**src/rtl/c1541_sd_arb.sv**
```systemverilog
// Round-robin arbiter sharing one SD block-I/O port between NDRIVES c1541 track loaders.
// Optional REQ-phase ack timeout is built when C1541_SD_ARB_TIMEOUT_EN is defined.
module c1541_sd_arb #(
    parameter int NDRIVES   = 2,
    parameter int IDXW      = 1,
    parameter int TIMEOUT_W = 20
) (
    input  logic                  clk,
    input  logic                  reset,
    input  logic [NDRIVES*32-1:0] drv_lba,
    input  logic [NDRIVES-1:0]    drv_rd,
    input  logic [NDRIVES-1:0]    drv_wr,
    output logic [NDRIVES-1:0]    drv_ack,
    output logic [NDRIVES-1:0]    drv_buff_wr,
    output logic [31:0]           sd_lba,
    output logic                  sd_rd,
    output logic                  sd_wr,
    input  logic                  sd_ack,
    input  logic                  sd_buff_wr,
    output logic [IDXW-1:0]       grant_idx,
    output logic                  busy,
    output logic [NDRIVES-1:0]    err
);

    if (NDRIVES < 1 || NDRIVES > 4 || IDXW < $clog2(NDRIVES) || TIMEOUT_W < 2) begin : g_bad_cfg
        $error("c1541_sd_arb: unsupported parameter combination");
    end

    typedef enum logic [1:0] {S_IDLE, S_REQ, S_XFER, S_REL} state_t;

    state_t            state_q, state_d;
    logic [IDXW-1:0]   grant_q, grant_d;
    logic [IDXW-1:0]   rr_q, rr_d;
    logic [31:0]       lba_q, lba_d;
    logic              rd_q, rd_d;
    logic              wr_q, wr_d;

    logic [NDRIVES-1:0]   req;
    logic [2*NDRIVES-1:0] req2;
    logic [NDRIVES-1:0]   rot;
    logic                 found;
    int                   pick;
    logic [31:0]          lba_sel;
    logic                 wr_sel;
    logic                 active;

`ifdef C1541_SD_ARB_TIMEOUT_EN
    logic [TIMEOUT_W-1:0] cnt_q, cnt_d;
    logic [NDRIVES-1:0]   err_q, err_d;
`endif

    assign req  = drv_rd | drv_wr;
    assign req2 = {req, req};

    // Rotate the doubled request vector so bit 0 is drive rr+1; lowest set bit wins.
    always_comb begin
        rot   = NDRIVES'(req2 >> (int'(rr_q) + 1));
        found = 1'b0;
        pick  = 0;
        for (int j = NDRIVES - 1; j >= 0; j--) begin
            if (rot[j]) begin
                found = 1'b1;
                pick  = int'(rr_q) + 1 + j;
            end
        end
        if (pick >= NDRIVES) begin
            pick = pick - NDRIVES;
        end
        lba_sel = '0;
        wr_sel  = 1'b0;
        for (int i = 0; i < NDRIVES; i++) begin
            if (pick == i) begin
                lba_sel = drv_lba[32*i +: 32];
                wr_sel  = drv_wr[i];
            end
        end
    end

    assign active = (state_q == S_REQ) || (state_q == S_XFER);

    always_comb begin
        drv_ack     = '0;
        drv_buff_wr = '0;
        for (int i = 0; i < NDRIVES; i++) begin
            if (active && (grant_q == IDXW'(i))) begin
                drv_ack[i]     = sd_ack;
                drv_buff_wr[i] = sd_buff_wr;
            end
        end
    end

    always_comb begin
        state_d = state_q;
        grant_d = grant_q;
        rr_d    = rr_q;
        lba_d   = lba_q;
        rd_d    = rd_q;
        wr_d    = wr_q;
`ifdef C1541_SD_ARB_TIMEOUT_EN
        cnt_d   = cnt_q;
        err_d   = '0;
`endif
        case (state_q)
            // A transfer still acking after reset must drain before anything is granted.
            S_IDLE: begin
                if (!sd_ack && found) begin
                    grant_d = pick[IDXW-1:0];
                    lba_d   = lba_sel;
                    wr_d    = wr_sel;
                    rd_d    = !wr_sel;
                    state_d = S_REQ;
`ifdef C1541_SD_ARB_TIMEOUT_EN
                    cnt_d   = '0;
`endif
                end
            end
            S_REQ: begin
                if (sd_ack) begin
                    rd_d    = 1'b0;
                    wr_d    = 1'b0;
                    state_d = S_XFER;
                end
`ifdef C1541_SD_ARB_TIMEOUT_EN
                else begin
                    cnt_d = cnt_q + TIMEOUT_W'(1);
                    if (&cnt_d) begin
                        rd_d    = 1'b0;
                        wr_d    = 1'b0;
                        rr_d    = grant_q;
                        state_d = S_REL;
                        for (int i = 0; i < NDRIVES; i++) begin
                            err_d[i] = (grant_q == IDXW'(i));
                        end
                    end
                end
`endif
            end
            S_XFER: begin
                if (!sd_ack) begin
                    rr_d    = grant_q;
                    state_d = S_REL;
                end
            end
            S_REL:   state_d = S_IDLE;
            default: state_d = S_IDLE;
        endcase
    end

    always_ff @(posedge clk) begin
        if (reset) begin
            state_q <= S_IDLE;
            grant_q <= '0;
            rr_q    <= '0;
            lba_q   <= '0;
            rd_q    <= 1'b0;
            wr_q    <= 1'b0;
`ifdef C1541_SD_ARB_TIMEOUT_EN
            cnt_q   <= '0;
            err_q   <= '0;
`endif
        end else begin
            state_q <= state_d;
            grant_q <= grant_d;
            rr_q    <= rr_d;
            lba_q   <= lba_d;
            rd_q    <= rd_d;
            wr_q    <= wr_d;
`ifdef C1541_SD_ARB_TIMEOUT_EN
            cnt_q   <= cnt_d;
            err_q   <= err_d;
`endif
        end
    end

    assign sd_lba    = lba_q;
    assign sd_rd     = rd_q;
    assign sd_wr     = wr_q;
    assign grant_idx = grant_q;
    assign busy      = (state_q != S_IDLE);
`ifdef C1541_SD_ARB_TIMEOUT_EN
    assign err       = err_q;
`else
    assign err       = '0;
`endif

endmodule

```
**config.mk**
```make
export PLATFORM = sky130hd
export DESIGN_NAME = c1541_sd_arb
export DESIGN_NICKNAME = d
export VERILOG_FILES = /design/src/rtl/c1541_sd_arb.sv
export SDC_FILE = /design/constraint.sdc
export NUM_CORES = 1
export LEC_CHECK = 0
export CAP_MARGIN = 10
export CORE_UTILIZATION = 39
export CTS_CLUSTER_DIAMETER = 40
export DETAILED_ROUTE_END_ITERATION = 8
export PLACE_DENSITY = 0.8
export SETUP_SLACK_MARGIN = 0.02
export SKIP_CTS_REPAIR_TIMING = 1
export SYNTH_ARGS = -nofsm -noshare
export SYNTH_HDL_FRONTEND = slang
export SYNTH_SLANG_ARGS = --single-unit
```
**constraint.sdc**
```tcl
create_clock -name clk -period 1.8 [get_ports clk]
set_input_delay 0.36 -clock clk [delete_from_list [all_inputs] [get_ports clk]]
set_output_delay 0.36 -clock clk [all_outputs]
set_load 0.1 [all_outputs]
```
Yosys cells after proc, flatten, opt, wreduce, memory -nomap -nowiden

Index checks and enable logic that the tools add are counted.

Input bits: 72
Logic and storage cells: 57
Register bits after elaboration: 38
ROM bits: 0
Latch bits: 0
Output and inout bits: 42
Bits in writable memories: 0
Memories: 0

$lt $le $gt $ge: 1
Shifts and indexed selects: 1
Reduce and logical (&&, ||, !) cells: 14
Divide/modulo/power cells: 0
Add/sub/neg operators: 3
Multipliers: 0
Bitwise logic cells: 3
Mux-type cells: 22
Equality and inequality tests: 7

Operator list:

| kind                  | count |
|---|---|
| $mux 32               | 5 |
| $add 32x2->32 const B | 1 |
| $eq 32x2->1 const B   | 1 |
| $ge 32x3->1 const B   | 1 |
| $logic_not 32->1      | 1 |
| $shr 4x32->2          | 1 |
| $sub 32x3->32 const B | 1 |
| $mux 1                | 11 |
| $pmux 2 s4            | 1 |
| $mux 2                | 3 |
| $ne 2x2->1 const B    | 3 |
| $reduce_and 3->1      | 2 |
| $eq 2x2->1 const B    | 2 |
| $pmux 1 s2            | 2 |
| $reduce_and 2->1      | 2 |
| $reduce_bool 2->1     | 2 |
| $logic_and 1x1->1     | 3 |
| $add 1x1->2 const B   | 1 |
| $eq 2x1->1 const B    | 1 |
| $logic_not 1->1       | 2 |
| $logic_not 2->1       | 1 |
| $not 1->1             | 2 |
| $or 2x2->2            | 1 |
| $logic_or 1x1->1      | 1 |

Logic depth before layout (Yosys ltp)

Word-level depth: 12
Mapped depth: 7
Depth with buffers taken out: 5

Least setup slack after synthesis

OpenSTA, ideal clock, no wires.

Path kind: register -> output
Start: reg grant_q (netlist: grant_idx)
End: out drv_ack[0]
Cell stages (with the launch flop): 2
Arrival: 2.096 ns
Setup slack: -0.656 ns
Cells stage by stage: dfxtp_1 -> nor2_1

Word-level cells in the longest chain between the ends: 3

Ends and longest elaborated chain:

| element                  | RTL line | RTL |
|---|---|---|
| start: declaration       | 32       | `logic [IDXW-1:0] grant_q, grant_d;` |
| start signal: assignment | 163      | `grant_q <= grant_d;` |
| $not 1->1                | 85       | `if (active && (grant_q == IDXW'(i))) begin` |
| $logic_and 1x1->1        | 85       |  |
| $mux 1                   | 85       |  |
| end: declaration         | 13       | `output logic [NDRIVES-1:0] drv_ack,` |

Every way passes these cells.

Worst setup path after layout

Start: reg state_q[0]
End: out drv_ack[0]

Word-level cells in the longest chain between the ends: 4

Ends and longest elaborated chain:

| element                                         | RTL line | RTL |
|---|---|---|
| start: declaration                              | 31       | `state_t state_q, state_d;` |
| start signal: assignment                        | 162      | `state_q <= state_d;` |
| $eq 2x1->1 / $eq 2x2->1 (equally long branches) | 79       | `assign active = (state_q == S_REQ) \|\| (state_q == S_XFER);` |
| $logic_or 1x1->1 *                              | 79       |  |
| $logic_and 1x1->1 *                             | 85       |  |
| $mux 1 *                                        | 85       |  |

Every way passes the cells marked *; elsewhere a longest branch is shown, timed or not.

==> results.md <==
- Fin crit period: 1720 ps
- Final WL: 7590 um
- Ys async rst share: 0%
- Layout cells sized above 1: 33.8%
- Mapped Avg Cell Area: 8.74 um2
- Drt via density: 5.77
- Gpl congestion: 0.743
- Cell count after synthesis: 244
- Ys flop type: dfxtp_1
- Worst min-delay path class: reg2reg
- Reg2Reg Depth: 6
- H-tree depth: 2
- Clock Latency Late Sink: 290 ps
- Kind of critical path: reg2out
- WP data arrival: 1360 ps
- # setup viols final: 0
- Crit-path max FO: 5
- RSZ-0062 raised after global routing: no
- Initial antenna violation count: 0
- Worst EP required: 1440 ps
- Status: finished clean
- Met3 Wirelength: 665 um
- Max VDD drop: 0.00101 V
- Total Power: 6340 uW
- Clock buffer count from CTS: 5
- Power Density: 1540 nW/um2
- Synth Cell Area: 2130 um2
- DRT Pass-1 Iters: 4
- Die Y: 75.9 um
- Worst r2r src: state_q[1]
- Synth unique cells: 34
- First-pass GRT wire length: 11900 um
- Antenna diodes: 0
- DR iter-0 viols: 209
- Overflow after GRT: 0
- Headroom to the max-slew limit: 64.1%
- Max-cap violations: 0
- Sequential cell area fraction in the yosys report: 35.7%
- WL met2: 3690 um
- CTS clock-pin slew for the worst setup and hold paths: 80 ps
- I/O Pins: 114
- Longest Clk Path Bufs: 2
- Startpoint Class: register
- Initial core utilization: 41.2%
- Hold path depth: 2
- Final #Nets: 442
- Fmax: 0.583 GHz
- DIE AREA: 5770 um2
- Maximum number of pins on one net before global-route repair: 33
- Finished Cell Area: 4110 um2
- Routed vias: 2521
- Hold EP: sd_lba[7]
- Fin. Hold Viols: 0
- Root Buffer: clkbuf_8
- Placed cell count: 422
- Vias in the first global route: 2439
- Top Layer Used: met4
- Worst hold slack: 539 ps
- Post-placement cell area: 3910 um2
- Hold Path Origin: sd_lba[7]
- Post-detail-place hpwl: 5120 um
- Tot GR Track Use: 25.5%
- R2R Setup Slk: 110 ps
- Post-route core utilization: 79.4%
- # DRC: 0
- Synth-to-layout area growth: 92.6%
- CP endpoint kind: output port
- Tightest Pin Transition: 530 ps
- DIE WIDTH: 75.9 um
- Clock sink count: 38
- Final period utilization: 95.3%
- Syn. warnings: 0
- #FFs+latches synth: 38
- P_leak: 0.00156 uW
- Post-route ant nets: 0
- Setup Skew: 3.35 ps
- Layout Cells excl Fill: 437
- Row Count: 26
- CTS tree: done
- Number of synthesized flops with an enable pin: 0
- Total core area: 5170 um2
- Fin. max-slew vios: 0
- IO buf count: 111
- Wire length on met1: 3100 um
- DR WL/cell: 17.4 um
- RR Endpoint: sd_wr
## cells in the mapped netlist, drive strengths merged (2+ instances only)
| master | instances | area (um2) |
|---|---|---|
| and3 | 2 | 12.5 |
| mux2i | 3 | 30.0 |
| nor2 | 6 | 22.5 |
| ha | 4 | 50.1 |
| nor3 | 2 | 10.0 |
| nor2b | 3 | 18.8 |
| dfxtp | 38 | 761 |
| clkbuf | 12 | 45.0 |
| a21oi | 33 | 251 |
| a32o | 2 | 20.0 |
| inv | 3 | 11.3 |
| nand2b | 2 | 12.5 |
| buf | 19 | 144 |
| a311oi | 32 | 280 |
| nand2 | 2 | 7.51 |
| o21ai | 34 | 170 |
| nand3 | 34 | 170 |
## routing by layer
metal	GRT usage (%)	vias up
met5	0	-
met4	8.85	0
met3	6.63	13
met2	42.5	124
met1	31.7	1201
li1	-	1183
## layout make-up
class	instances	area [um2]
fill	314	1070
timing repair buffer	144	1900
clock buffer	6	82.6
inverter	3	15.0
multi-input combinational	174	1240
clock inverter	2	12.5
sequential	38	764
tap	70	87.6
## where the power goes
part           switching, uW  leakage, uW  internal, uW  total [uW]
clock network            316    0.0000472           308         624
logic                   2650      0.00119          1690        4340
registers                294     0.000315          1090        1380
total                   3260      0.00156          3090        6340
## worst max-delay path by stage
stage                from         end  slack [ps]
6_report       state_q[0]  drv_ack[0]          80
2_1_floorplan      sd_ack  drv_ack[0]        -140
4_1_cts         drv_rd[0]  sd_lba[22]        -370
3_3_place_gp    drv_rd[0]  sd_lba[14]        -620
5_1_grt        state_q[0]  drv_ack[0]          20
3_5_place_dp    drv_rd[0]  sd_lba[22]        -690
## sequential cells by signal, indices dropped and copies added, names as in the netlist
register   count
sd_wr          1
sd_rd          1
sd_lba        32
rr_q           1
state_q        2
grant_idx      1
## layout by cell type (no fill, tap or decap), drive strengths merged, types with 2 or more instances in the layout
cell / count
a21oi: 33
a311oi: 32
a32o: 2
and3: 2
buf: 73
clkbuf: 6
clkdlybuf4s50: 68
clkinvlp: 2
conb: 2
dfxtp: 38
dlymetal6s2s: 3
ha: 4
inv: 2
mux2i: 3
nand2: 2
nand2b: 2
nand3: 34
nor2: 6
nor2b: 3
nor3: 3
o21ai: 34
## cells by family (layout without fill, tap and decap cells)
kind of cell	after synthesis	count (layout)	synth area share, %
flip-flops	38	38	35.7
adder cells (fa/ha/maj)	4	4	2.35
buffers and inverters	34	155	9.39
AO/OA/AOI/OAI	109	109	37.4
AND/OR/NAND/NOR	55	56	13.6
other	1	2	0.176
multiplexers	3	3	1.41
## metrics by stage
step                      setup TNS, ps  setup slack (ps)
after CTS                        -11250              -370
after global routing                  0              23.9
after detailed placement         -22590              -686
after global placement           -20890              -615
final                                 0              83.8
after floorplan                    -362              -140
## worst max-delay path, stage by stage (launching register included)
cell and delay (ps):
dfxtp_2 350, inv_2 50, ha_4 270, nand2_1 60, nor2_2 140, buf_12 190
Note: power is estimated with default switching activity, not from simulation.
